<file path="src/rtl/mc_ctrl_pkg.sv">
// rtl/mc_ctrl_pkg.sv - shared encodings for the multi-cycle MIPS control sequencer
//
// Holds the state encoding, the instruction-class codes, the ALUop codes,
// the fixed widths and the packed control bundle used by mc_ctrl_fsm.
package mc_ctrl_pkg;

    localparam int STATE_W = 3;
    localparam int INSTR_W = 4;
    localparam int ALUOP_W = 3;

    typedef enum logic [STATE_W-1:0] {
        S_FETCH  = 3'd0,
        S_DECODE = 3'd1,
        S_EXEC   = 3'd2,
        S_MEM    = 3'd3,
        S_WB     = 3'd4
    } state_t;

    localparam logic [INSTR_W-1:0] IC_NOP  = 4'd0;
    localparam logic [INSTR_W-1:0] IC_ADDU = 4'd1;
    localparam logic [INSTR_W-1:0] IC_SUBU = 4'd2;
    localparam logic [INSTR_W-1:0] IC_ORI  = 4'd3;
    localparam logic [INSTR_W-1:0] IC_LW   = 4'd4;
    localparam logic [INSTR_W-1:0] IC_SW   = 4'd5;
    localparam logic [INSTR_W-1:0] IC_BEQ  = 4'd6;
    localparam logic [INSTR_W-1:0] IC_LUI  = 4'd7;
    localparam logic [INSTR_W-1:0] IC_JAL  = 4'd8;
    localparam logic [INSTR_W-1:0] IC_JR   = 4'd9;
    localparam logic [INSTR_W-1:0] IC_J    = 4'd10;

    localparam logic [ALUOP_W-1:0] ALU_ADD = 3'd0;
    localparam logic [ALUOP_W-1:0] ALU_SUB = 3'd1;
    localparam logic [ALUOP_W-1:0] ALU_OR  = 3'd2;
    localparam logic [ALUOP_W-1:0] ALU_LUI = 3'd3;

    typedef struct packed {
        logic               mem_req;
        logic               iord;
        logic               pc_write;
        logic               ir_write;
        logic               reg_write;
        logic               reg_dst;
        logic               alu_src;
        logic               branch;
        logic               mem_write;
        logic               mem_to_reg;
        logic               ext_op;
        logic               write_r31;
        logic               jump;
        logic               jump_to_reg;
        logic [ALUOP_W-1:0] alu_op;
    } ctrl_t;

    // Classes above J are illegal and are executed as NOP.
    function automatic logic [INSTR_W-1:0] legalize(input logic [INSTR_W-1:0] c);
        return (c > IC_J) ? IC_NOP : c;
    endfunction

endpackage

</file>
<file path="src/rtl/mc_perf_cnt.sv">
// rtl/mc_perf_cnt.sv - cycle and retired-instruction counters for mc_ctrl_fsm
//
// Ports:
//   clk, reset     : clock, synchronous active-high reset
//   retire         : one-cycle pulse when an instruction retires (already reset-gated)
//   cyc_cnt        : non-reset cycles seen, wraps modulo 2^32
//   ins_cnt        : retired instructions, wraps modulo 2^32
module mc_perf_cnt (
    input  logic        clk,
    input  logic        reset,
    input  logic        retire,
    output logic [31:0] cyc_cnt,
    output logic [31:0] ins_cnt
);

    logic [31:0] cyc_cnt_q, cyc_cnt_d;
    logic [31:0] ins_cnt_q, ins_cnt_d;

    always_comb begin
        cyc_cnt_d = cyc_cnt_q + 32'd1;
        ins_cnt_d = ins_cnt_q + {31'd0, retire};
    end

    always_ff @(posedge clk) begin
        if (reset) begin
            cyc_cnt_q <= '0;
            ins_cnt_q <= '0;
        end else begin
            cyc_cnt_q <= cyc_cnt_d;
            ins_cnt_q <= ins_cnt_d;
        end
    end

    assign cyc_cnt = cyc_cnt_q;
    assign ins_cnt = ins_cnt_q;

endmodule

</file>
<file path="src/rtl/mc_ctrl_fsm.sv">
// rtl/mc_ctrl_fsm.sv - multi-cycle FETCH/DECODE/EXEC/MEM/WB control sequencer
//
// Steps each instruction class through the multi-cycle datapath, driving the
// single-cycle control bundle plus PC/IR write strobes and a unified memory
// request (mem_req/IorD, completed by mem_ready).
//
// Ports:
//   clk, reset          : clock, synchronous active-high reset
//   instr[3:0]          : instruction class, sampled in DECODE
//   zero                : ALU zero flag, used by BEQ in EXEC
//   mem_ready           : memory access completes in the cycle it is high
//   mem_req, IorD       : memory request and address select (0 PC, 1 ALU)
//   PCWrite, IRWrite    : PC / IR write strobes
//   RegWrite ... JumpToReg, ALUop[2:0] : datapath controls
//   state[2:0]          : current state (debug)
//   cyc_cnt, ins_cnt    : performance counters
//
// Build option: MC_PERF_CNT_EN instantiates mc_perf_cnt; otherwise the
// counters are constant 0.
module mc_ctrl_fsm
    import mc_ctrl_pkg::*;
(
    input  logic               clk,
    input  logic               reset,
    input  logic [INSTR_W-1:0] instr,
    input  logic               zero,
    input  logic               mem_ready,
    output logic               mem_req,
    output logic               IorD,
    output logic               PCWrite,
    output logic               IRWrite,
    output logic               RegWrite,
    output logic               RegDst,
    output logic               ALUSrc,
    output logic               Branch,
    output logic               MemWrite,
    output logic               MemtoReg,
    output logic               EXTop,
    output logic               writeR31,
    output logic               Jump,
    output logic               JumpToReg,
    output logic [ALUOP_W-1:0] ALUop,
    output logic [STATE_W-1:0] state,
    output logic [31:0]        cyc_cnt,
    output logic [31:0]        ins_cnt
);

    state_t             state_q, state_d;
    logic [INSTR_W-1:0] class_q, class_d;
    ctrl_t              ctrl;

    always_comb begin
        state_d = state_q;
        class_d = class_q;
        ctrl    = '0;

        case (state_q)
            S_FETCH: begin
                ctrl.mem_req = 1'b1;
                if (mem_ready) begin
                    ctrl.pc_write = 1'b1;
                    ctrl.ir_write = 1'b1;
                    state_d       = S_DECODE;
                end
            end

            S_DECODE: begin
                class_d = legalize(instr);
                state_d = (legalize(instr) == IC_NOP) ? S_FETCH : S_EXEC;
            end

            S_EXEC: begin
                state_d = S_FETCH;
                case (class_q)
                    IC_ADDU: begin
                        ctrl.reg_dst = 1'b1;
                        ctrl.alu_op  = ALU_ADD;
                        state_d      = S_WB;
                    end
                    IC_SUBU: begin
                        ctrl.reg_dst = 1'b1;
                        ctrl.alu_op  = ALU_SUB;
                        state_d      = S_WB;
                    end
                    IC_ORI: begin
                        ctrl.alu_src = 1'b1;
                        ctrl.alu_op  = ALU_OR;
                        state_d      = S_WB;
                    end
                    IC_LUI: begin
                        ctrl.alu_src = 1'b1;
                        ctrl.alu_op  = ALU_LUI;
                        state_d      = S_WB;
                    end
                    IC_LW, IC_SW: begin
                        ctrl.alu_src = 1'b1;
                        ctrl.ext_op  = 1'b1;
                        ctrl.alu_op  = ALU_ADD;
                        state_d      = S_MEM;
                    end
                    IC_BEQ: begin
                        ctrl.alu_op   = ALU_SUB;
                        ctrl.branch   = 1'b1;
                        ctrl.pc_write = zero;
                    end
                    IC_J: begin
                        ctrl.jump     = 1'b1;
                        ctrl.pc_write = 1'b1;
                    end
                    IC_JAL: begin
                        ctrl.jump      = 1'b1;
                        ctrl.pc_write  = 1'b1;
                        ctrl.write_r31 = 1'b1;
                        ctrl.reg_write = 1'b1;
                    end
                    IC_JR: begin
                        ctrl.jump_to_reg = 1'b1;
                        ctrl.pc_write    = 1'b1;
                    end
                    default: ;
                endcase
            end

            S_MEM: begin
                ctrl.mem_req   = 1'b1;
                ctrl.iord      = 1'b1;
                ctrl.mem_write = (class_q == IC_SW);
                if (mem_ready) begin
                    state_d = (class_q == IC_SW) ? S_FETCH : S_WB;
                end
            end

            S_WB: begin
                ctrl.reg_write  = 1'b1;
                ctrl.reg_dst    = (class_q == IC_ADDU) || (class_q == IC_SUBU);
                ctrl.mem_to_reg = (class_q == IC_LW);
                state_d         = S_FETCH;
            end

            default: state_d = S_FETCH;
        endcase

        // Reset wins over everything: the FETCH state seen during reset must
        // not issue a request, and an abandoned instruction writes nothing.
        if (reset) begin
            ctrl = '0;
        end
    end

    always_ff @(posedge clk) begin
        if (reset) begin
            state_q <= S_FETCH;
            class_q <= IC_NOP;
        end else begin
            state_q <= state_d;
            class_q <= class_d;
        end
    end

    assign mem_req   = ctrl.mem_req;
    assign IorD      = ctrl.iord;
    assign PCWrite   = ctrl.pc_write;
    assign IRWrite   = ctrl.ir_write;
    assign RegWrite  = ctrl.reg_write;
    assign RegDst    = ctrl.reg_dst;
    assign ALUSrc    = ctrl.alu_src;
    assign Branch    = ctrl.branch;
    assign MemWrite  = ctrl.mem_write;
    assign MemtoReg  = ctrl.mem_to_reg;
    assign EXTop     = ctrl.ext_op;
    assign writeR31  = ctrl.write_r31;
    assign Jump      = ctrl.jump;
    assign JumpToReg = ctrl.jump_to_reg;
    assign ALUop     = ctrl.alu_op;
    assign state     = state_q;

`ifdef MC_PERF_CNT_EN
    // An instruction retires whenever a live state hands back to FETCH;
    // the unreachable codes also fall to FETCH but retire nothing.
    logic retire;
    assign retire = !reset && (state_d == S_FETCH) &&
                    (state_q inside {S_DECODE, S_EXEC, S_MEM, S_WB});

    mc_perf_cnt u_perf_cnt (
        .clk     (clk),
        .reset   (reset),
        .retire  (retire),
        .cyc_cnt (cyc_cnt),
        .ins_cnt (ins_cnt)
    );
`else
    assign cyc_cnt = '0;
    assign ins_cnt = '0;
`endif

endmodule

</file>
<file path="config.mk">
export PLATFORM = sky130hd
export DESIGN_NAME = mc_ctrl_fsm
export DESIGN_NICKNAME = d
export VERILOG_FILES = /design/src/rtl/mc_ctrl_pkg.sv /design/src/rtl/mc_perf_cnt.sv /design/src/rtl/mc_ctrl_fsm.sv
export SDC_FILE = /design/constraint.sdc
export NUM_CORES = 1
export LEC_CHECK = 0
export ABC_AREA = 1
export ABC_CLOCK_PERIOD_IN_PS = 1300
export CORE_UTILIZATION = 31
export CTS_CLUSTER_SIZE = 25
export DETAILED_ROUTE_END_ITERATION = 16
export GPL_ROUTABILITY_DRIVEN = 0
export MAX_ROUTING_LAYER = met4
export PLACE_DENSITY = 0.92
export RECOVER_POWER = 50
export SYNTH_ARGS = -nofsm -noshare
export SYNTH_HDL_FRONTEND = slang
export SYNTH_SLANG_ARGS = --single-unit
</file>
<file path="constraint.sdc">
create_clock -name clk -period 1.3 [get_ports clk]
set_input_delay 0.26 -clock clk [delete_from_list [all_inputs] [get_ports clk]]
set_output_delay 0.26 -clock clk [all_outputs]
set_load 0.05 [all_outputs]
</file>
## Word level (Yosys, flattened, before mapping)

Index checks and enable logic that the tools add are counted.

- Bits in registers: 7
- Bits of input ports: 8
- Output and inout port bits: 84
- Word-level logic and storage cells: 58

- Magnitude comparators: 1
- Equal/unequal tests: 16
- Multiplexer cells: 27
- Reduce and logical (&&, ||, !) cells: 12

Operators with widths:

| cell | number |
|---|---|
| two-way mux 17 bit | 1 |
| == test 4 x 3 -> 1 bit (second input constant) | 4 |
| == test 4 bit (second input constant) | 3 |
| two-way mux 1 bit | 12 |
| one-hot mux 3 bit (4 select lines) | 1 |
| OR reduction 2 bit | 5 |
| two-way mux 3 bit | 3 |
| == test 4 x 2 -> 1 bit (second input constant) | 2 |
| OR reduction 4 bit | 2 |
| two-way mux 7 bit | 1 |
| == test 3 x 2 -> 1 bit (second input constant) | 2 |
| two-way mux 2 bit | 3 |
| one-hot mux 2 bit (3 select lines) | 1 |
| one-hot mux 3 bit (2 select lines) | 1 |
| == test 4 x 1 -> 1 bit (second input constant) | 1 |
| > comparator 4 bit (second input constant) | 1 |
| logical NOT 4 bit | 1 |
| two-way mux 4 bit | 1 |
| inequality test 2 bit (second input constant) | 2 |
| one-hot mux 1 bit (2 select lines) | 2 |
| one-hot mux 2 bit (2 select lines) | 1 |
| == test 3 x 1 -> 1 bit (second input constant) | 1 |
| == test 3 bit (second input constant) | 1 |
| logical NOT 3 bit | 1 |
| other kinds (3) | 3 |

## Depth between registers and ports, before layout

- Word-level depth: 5
- Depth in mapped cells: 9
- Depth with buffers taken out: 9

## Least setup slack after synthesis

No wires, ideal clock.

- Kind: register to output
- From: reg state_q[0], in the netlist state[0]
- To: out PCWrite
- Arrival: 2476 ps
- Required time: 1040 ps
- Path slack: -1436 ps
- Cell stages (with the launch flop): 5
- Buffers on the path: 0
- Cells stage by stage: dfxtp_1 -> nor2_1 -> nand2_1 -> nor3_1 -> o21bai_1

- Longest elaborated chain between the ends: 3
- Elaborated cells between the ends (all ways): 4
- Those cells by class: eq/ne (1); mux (2); reduce/logical (1)

RTL lines:

| element | line | text |
|---|---|---|
| start, declared | mc_ctrl_fsm.sv:48 | `state_t state_q, state_d;` |
| start signal, assigned | mc_ctrl_fsm.sv:155 | `state_q <= state_d;` |
| == test 3 x 2 -> 1 bit or logical NOT 3 bit (tied branches) | mc_ctrl_fsm.sv:57 | `case (state_q)` |
| one-hot mux 1 bit (2 select lines) * | mc_ctrl_fsm.sv:57 |  |
| two-way mux 17 bit * | mc_ctrl_fsm.sv:145 | `if (reset) begin` |
| end, declared | mc_ctrl_fsm.sv:30 | `output logic PCWrite,` |

Every way passes the cells marked *; elsewhere a longest branch is shown, timed or not.

## Final worst setup path

- From: reg state_q[0], in the netlist state[0]
- To: out ALUop[0]

- Longest elaborated chain between the ends: 3

RTL lines:

| element | line | text |
|---|---|---|
| == test 3 x 2 -> 1 bit | mc_ctrl_fsm.sv:57 |  |
| two-way mux 7 bit | mc_ctrl_fsm.sv:57 |  |
| two-way mux 17 bit | mc_ctrl_fsm.sv:145 |  |
| end, declared | mc_ctrl_fsm.sv:42 | `output logic [ALUOP_W-1:0] ALUop,` |

Every way passes these cells.

==> summary.md <==
| Metric | Value |
|---|---|
| Result of the run | finished with violations |
| Failing checks | setup timing |
| Slowest cell on the critical path | sky130_fd_sc_hd__dfxtp_4 |
| Standard cell area after detailed placement | approximately 0.0017 mm² |
| Synthesized area divided by synthesized cell count | about 6.6 µm² |
| Total number of vias | 1094 |
| Flop-to-flop setup slack | around 0.050 ns |
| Launch instance of the worst register-to-register path | state[0]$_SDFFE_PP0P_ |
| Clock H-tree levels | 1 |
| Max Transition Viols Final | 0 |
| Top area cells in the synthesized netlist | sky130_fd_sc_hd__buf_4 (48%), sky130_fd_sc_hd__dfxtp_1 (14%), sky130_fd_sc_hd__nand2_1 (8.1%) |
| Number of nets in the layout | around 230 |
| Unrepaired setup endpoints after global routing | yes |
| Fraction of layout cells with a size suffix above 1 | 0.4484 |
| Full die area | ~0.0035 mm² |
| Die X | 59.39 µm |
| Number of distinct standard cells referenced by the synthesized netlist | 21 |
| Vias per inst | slightly above 4 |
| Setup skew after layout | around 0.01 ns |
| PwrDens | between 800 and 900 mW/mm² |
| Crit path capture type | output port |
| Wire length reported by the detailed router | ~2.6 mm |
| Basic-gate share of the synthesized area counting and, or, nand and nor cells | 0.2304 |
| Final hold vios | 0 |
| Adder-Cell Fraction of Synth Area | 0 |
| Most frequent cell on the critical path | sky130_fd_sc_hd__nor3_4 |
| Clock Path Buffers | 2 |
| Critical hold path startpoint | class_q[2]$_SDFFE_PP0P_ |
| Starting utilization of the core area | 0.3317 |
| Port buffer count | 26 |
| Master cell of the clock root buffer | sky130_fd_sc_hd__clkbuf_4 |
| Clock period minus final worst setup slack | between 1.5 and 2 ns |
| HPWL after detailed placement | roughly 2.1 mm |
| Crit path cell chain | nor3_4, nand2_2, buf_4, nor3_4, buf_12 |
| Kind of cell adding the most delay to the critical path | simple AND/OR/NAND/NOR gates |
| Remaining antenna violation count | 0 |
| RR Endpoint | state[1]$_SDFFE_PP0P_ |
| Total design power | 1.619 mW |
| Maximum cell stage delay along the critical path | approximately 0.36 ns |
| Worst hold stages | 2 |
| Crit path buffers/inverters | 2 |
| Sum of overflow across all layers after global routing | 0 |
| Clock-pin slew of the registers on the worst-case setup and hold paths | roughly 0.060 ns |
| DR pass1 iterations | 4 |
| Synthesized-area fraction occupied by ao, oa, aoi and oai cells | 0.09926 |
| Largest family of logic cells by synthesized area | buffers and inverters |
| Post-synthesis sequential area ratio | 0.1373 |
| Number of primary I/O pins | between 90 and 100 |
| Count of endpoints failing setup in the final report | 16 |
| Final cycle utilization of the critical path | 1.325 |
| Ys Warns | 0 |
| MaxCap Viol Count | 0 |
| Post-DR wirelength/cell | about 9.9 µm |
| Worst EP required | 1.04 ns |
| Cell type contributing the most total cell area after synthesis | sky130_fd_sc_hd__buf_4 |
| Largest net degree at the start of global routing | 7 |
| Area of the mapped netlist | between 0.001 and 0.0015 mm² |
| Total number of placement rows | 20 |
| TritonCTS clock tree | yes |
| Path type of the worst setup path | reg2out |
| Worst voltage drop across the vdd grid | ~430 µV |
| Cell area after layout | between 0.0015 and 0.002 mm² |
| Max Fclk | about 580 MHz |
| Setup ws final | -0.4221 ns |
| Share of cell area taken by muxes after synthesis | 0 |
| Number of buffers inserted during clock tree synthesis | 3 |
| XOR/XNOR share of the synthesized area | 0 |
| Starting DRC count in detailed routing | 7 |
| Final antenna diode count | 0 |
| Area growth from synthesis to layout | 76.35% |
| Vias in the first global route | 975 |
| CTS sink cnt | 7 |
| Wire length of the first global-routing pass | around 4 mm |
| Vert. Die Dim | around 60 µm |
| Arrival time at the worst endpoint | around 1.5 ns |
| Lkg Pwr | approximately 0.9 nW |
| Classification of the worst-slack hold path | reg2reg |
| Worst r2r path cells | 8 |
| Clock Latency Late Sink | 0.26 ns |
| GRT Resource Usage Total | 0.1605 |
| Share of the synthesized area in the top cell type | 0.4779 |
| Post-place setup slack | -0.4765 ns |
| Placeable Area | ~0.003 mm² |
| DRC violation count after routing | 0 |
| Number of register bits inferred by synthesis | 7 |
| Largest driver fanout on the critical path | 4 |
| Worst setup SP type | register |
| Number of antenna violations at the first check in global routing | 0 |
| Endpoint with the worst hold slack | class_q[2]$_SDFFE_PP0P_ |
| Cell count after synthesis | about 150 |
[flip-flops by register name, summed over array words and instances, names as in the netlist]
name and count:
class_q 4, state 3
[tightest hold or removal path: stages (launching register included)]
cell	delay, ns
sky130_fd_sc_hd__dfxtp_2	0.34
sky130_fd_sc_hd__o21ai_0	0.17
sky130_fd_sc_hd__a21oi_1	0.05
[worst max-delay path by stage]
stage | start | endpoint | cells after the start
2_1_floorplan | state[1]$_SDFFE_PP0P_ | Branch | 4
5_1_grt | state[0]$_SDFFE_PP0P_ | Branch | 4
4_1_cts | state[0]$_SDFFE_PP0P_ | ALUop[0] | 5
6_report | state[0]$_SDFFE_PP0P_ | ALUop[0] | 5
3_3_place_gp | reset | MemtoReg | 5
3_5_place_dp | reset | MemtoReg | 5
[metrics by stage]
stage / utilization / setup TNS, ns / instances / hold slack, ns
after floorplan: - / -5.342 / 218 / 0.3385
after global placement: 0.5467 / -5.779 / 257 / 0.5617
after detailed placement: 0.5467 / -5.826 / 257 / 0.5840
after CTS: 0.5825 / -6.011 / 266 / 0.5809
after global routing: 0.5850 / -7.158 / 267 / 0.6416
final: 0.5850 / -5.899 / 267 / 0.5902
[synth_stat cells]
master and instances:
sky130_fd_sc_hd__nand3_1 7, sky130_fd_sc_hd__dfxtp_1 7, sky130_fd_sc_hd__a31oi_1 1, sky130_fd_sc_hd__nand4_1 3, sky130_fd_sc_hd__buf_4 65, sky130_fd_sc_hd__nor2_2 1
sky130_fd_sc_hd__nor3_4 1, sky130_fd_sc_hd__nor4_1 1, sky130_fd_sc_hd__conb_1 1, sky130_fd_sc_hd__a21oi_1 8, sky130_fd_sc_hd__nor4_2 1, sky130_fd_sc_hd__o31ai_1 1
sky130_fd_sc_hd__o21ai_0 5, sky130_fd_sc_hd__or2_2 1, sky130_fd_sc_hd__nor3_1 5, sky130_fd_sc_hd__inv_1 13, sky130_fd_sc_hd__a211oi_1 2, sky130_fd_sc_hd__nand2_1 22
sky130_fd_sc_hd__inv_2 1, sky130_fd_sc_hd__nor2_1 7, sky130_fd_sc_hd__o21bai_1 1
[cell type report]
class / count / area (µm²)
Timing Repair Buffer: 66 / 770.7
Inverter: 14 / 52.55
Sequential cell: 7 / 155.1
Tap cell: 44 / 55.05
Multi-Input combinational cell: 132 / 740.7
Clock buffer: 4 / 26.28
Fill cell: 270 / 1277
[cells in the final DEF, fill, tap and decap left out, types with 2 or more instances in the layout]
| cell | Yosys | final |
|---|---|---|
| sky130_fd_sc_hd__conb_1 | 1 | 65 |
| sky130_fd_sc_hd__buf_4 | 65 | 37 |
| sky130_fd_sc_hd__nand2_1 | 22 | 20 |
| sky130_fd_sc_hd__buf_12 | 0 | 20 |
| sky130_fd_sc_hd__inv_2 | 1 | 7 |
| sky130_fd_sc_hd__inv_1 | 13 | 7 |
| sky130_fd_sc_hd__clkdlybuf4s50_1 | 0 | 6 |
| sky130_fd_sc_hd__nor3_4 | 1 | 5 |
| sky130_fd_sc_hd__a21oi_1 | 8 | 5 |
| sky130_fd_sc_hd__nor2_2 | 1 | 4 |
| sky130_fd_sc_hd__o21ai_0 | 5 | 4 |
| sky130_fd_sc_hd__nand3_1 | 7 | 4 |
| sky130_fd_sc_hd__nand3_2 | 0 | 3 |
| sky130_fd_sc_hd__nor2_4 | 0 | 3 |
| sky130_fd_sc_hd__nand4_1 | 3 | 3 |
| sky130_fd_sc_hd__dfxtp_2 | 0 | 3 |
| sky130_fd_sc_hd__clkbuf_4 | 0 | 3 |
| sky130_fd_sc_hd__dfxtp_4 | 0 | 3 |
| sky130_fd_sc_hd__nand2_2 | 0 | 2 |
| sky130_fd_sc_hd__a21oi_2 | 0 | 2 |
| sky130_fd_sc_hd__nor4_4 | 0 | 2 |
| sky130_fd_sc_hd__a211oi_1 | 2 | 2 |
| sky130_fd_sc_hd__buf_6 | 0 | 2 |
[report_power, final]
group          switching [mW]  internal (mW)  total [mW]
Clock                  0.0937          0.118       0.212
Combinational           0.783          0.334        1.12
Sequential             0.0436          0.247       0.291
[kinds of logic after synthesis]
family | count (synthesis)
buffers and inverters | 79
AND/OR/NAND/NOR | 49
AO/OA/AOI/OAI | 18
flip-flops | 7
other | 1
[layer usage]
metal	global-route usage	part of all wire	vias up	wire [µm]
met3	0.02838	0.080	11	210
met5	-	0	-	0
met1	0.1402	0.32	502	850
met2	0.3050	0.56	71	1484
li1	-	-	510	-
met4	0.1122	0.034	0	90
[what timing repair did]
item,in CTS,in global routing
pin swaps,5,1
gates resized for setup,16,1
hold buffers,0,0
endpoints found under the setup margin,16,16
buffers inserted,5,1
No activity file was read; power rests on OpenSTA's default activity.
==> RTL change, RTL diff (same settings) <==
Add a define of `MC_PERF_CNT_EN`.
--- a/src/rtl/mc_ctrl_fsm.sv
+++ b/src/rtl/mc_ctrl_fsm.sv
@@ -19,2 +19,4 @@
 // counters are constant 0.
+`define MC_PERF_CNT_EN
+
 module mc_ctrl_fsm
Behaviour: not the same (a bounded check fails within 4 cycles, from zero or initial values and one cycle with reset high).
==> RTL change against the original RTL <==
The flow still finishes with violations (negative setup slack); register-to-register slack got worse by 940 ps; clock power increased to 13 times the old value; synthesized area increased to 3.9 times the old value; sequential cell count increased by 64; routed wire length increased to 6.2 times the old value; setup slack got worse by 460 ps; design area increased to 4.5 times the old value; global-route usage increased by 6.9 points; total power increased to 3.4 times the old value.
==> RTL change: results <==
export IMPL_status="finished, violations left"
export IMPL_violations="negative setup slack"
export IMPL_cts_setup_buffers=7
export IMPL_yosysSeqAreaShare_pct=35.38
export IMPL_dpl_cell_count=1022
export IMPL_non_clock_inverter_count=77
export IMPL_synth_compound_area_share_pct=9.063
export IMPL_synthAdderAreaFrac_pct=0.9343
export IMPL_port_buffers=90
export IMPL_worstPathArrival_ps=2410
export IMPL_regArea_mm2=0.001553
export IMPL_drive_gt1_share_pct=49.72
export IMPL_grt_pass1_vias=5080
export IMPL_multiInputCombCellCount=505
export IMPL_fillers=910
export IMPL_antenna_found_initial=0
export IMPL_cellLeakagePower_nw=2.935
export IMPL_grt_max_degree=59
export IMPL_cts_root_buf="clkbuf_16"
export IMPL_grt_first_pass_wirelength_mm=23.44
export IMPL_finish_utilization_pct=64.63
export IMPL_drtPass1Iterations=5
export IMPL_grt_util_all_layers_pct=22.96
export IMPL_setup_viol=62
export IMPL_worst_skew_pair_late_latency_ps=350
export IMPL_dp_slack_ps=-1311
export IMPL_clock_skew_final_ps=5.760
export IMPL_synth_distinct_cells=29
export IMPL_cts_resized_gates=72
export IMPL_nets=893
export IMPL_dp_hpwl_mm=10.42
export IMPL_clock_buffers=12
export IMPL_htree_levels=3
export IMPL_synthXorXnorAreaFrac_pct=1.744
export IMPL_final_cells=1059
export IMPL_wl_per_cell_um=15.40
export IMPL_p_comb_w=0.000707
export IMPL_cts_made_buffers=9
export IMPL_buf_share_pct=34.13
export IMPL_vdd_drop_max_mv=0.7420
export IMPL_vias_per_cell=5.100
export IMPL_setup_ws_ps=-886.6
export IMPL_drtIter0Drc=495
export IMPL_synth_area_leaders="dfxtp_1 (35%), nand2_1 (19%), nor2_1 (12%)"
export IMPL_buffers=218
export IMPL_clk_share_pct=3.774
export IMPL_tns_ps=-33050
export IMPL_worstHoldPathType="input port to flip-flop"
RTL change: changes by cell type in the layout (fill, tap and decap cells not counted), sizes merged, moves of 40 or more:
cell   delta
inv      +61
nand2   +185
nor2    +140
buf     +153
conb     -64
dfxtp    +64
a21oi    +40
RTL change: final timing paths:
check / start / endpoint / slack [ps] / cells after the start
worst min-delay path: instr[2] / class_q[2] / 320 / 4
worst max register to register: state[1] / u_perf_cnt.ins_cnt[20] / -890 / 16
worst min register to register: u_perf_cnt.cyc_cnt[10] / u_perf_cnt.cyc_cnt[10] / 490 / 1
worst max-delay path: state[1] / u_perf_cnt.ins_cnt[20] / -890 / 16
RTL change: critical path, delay by kind of cell (launching register included):
kind | cells | cell delay, ps
flops | 1 | 370
simple gates | 13 | 1300
fa+ha+maj | 2 | 310
buf+inv | 1 | 80
RTL change: per-layer routing:
metal	track usage (%)	vias to the layer above	wire [um]
met5	-	-	0
met2	39.92	295	8452
met4	11.45	0	697
met1	24.81	2500	6087
met3	4.655	77	1068
li1	-	2529	-
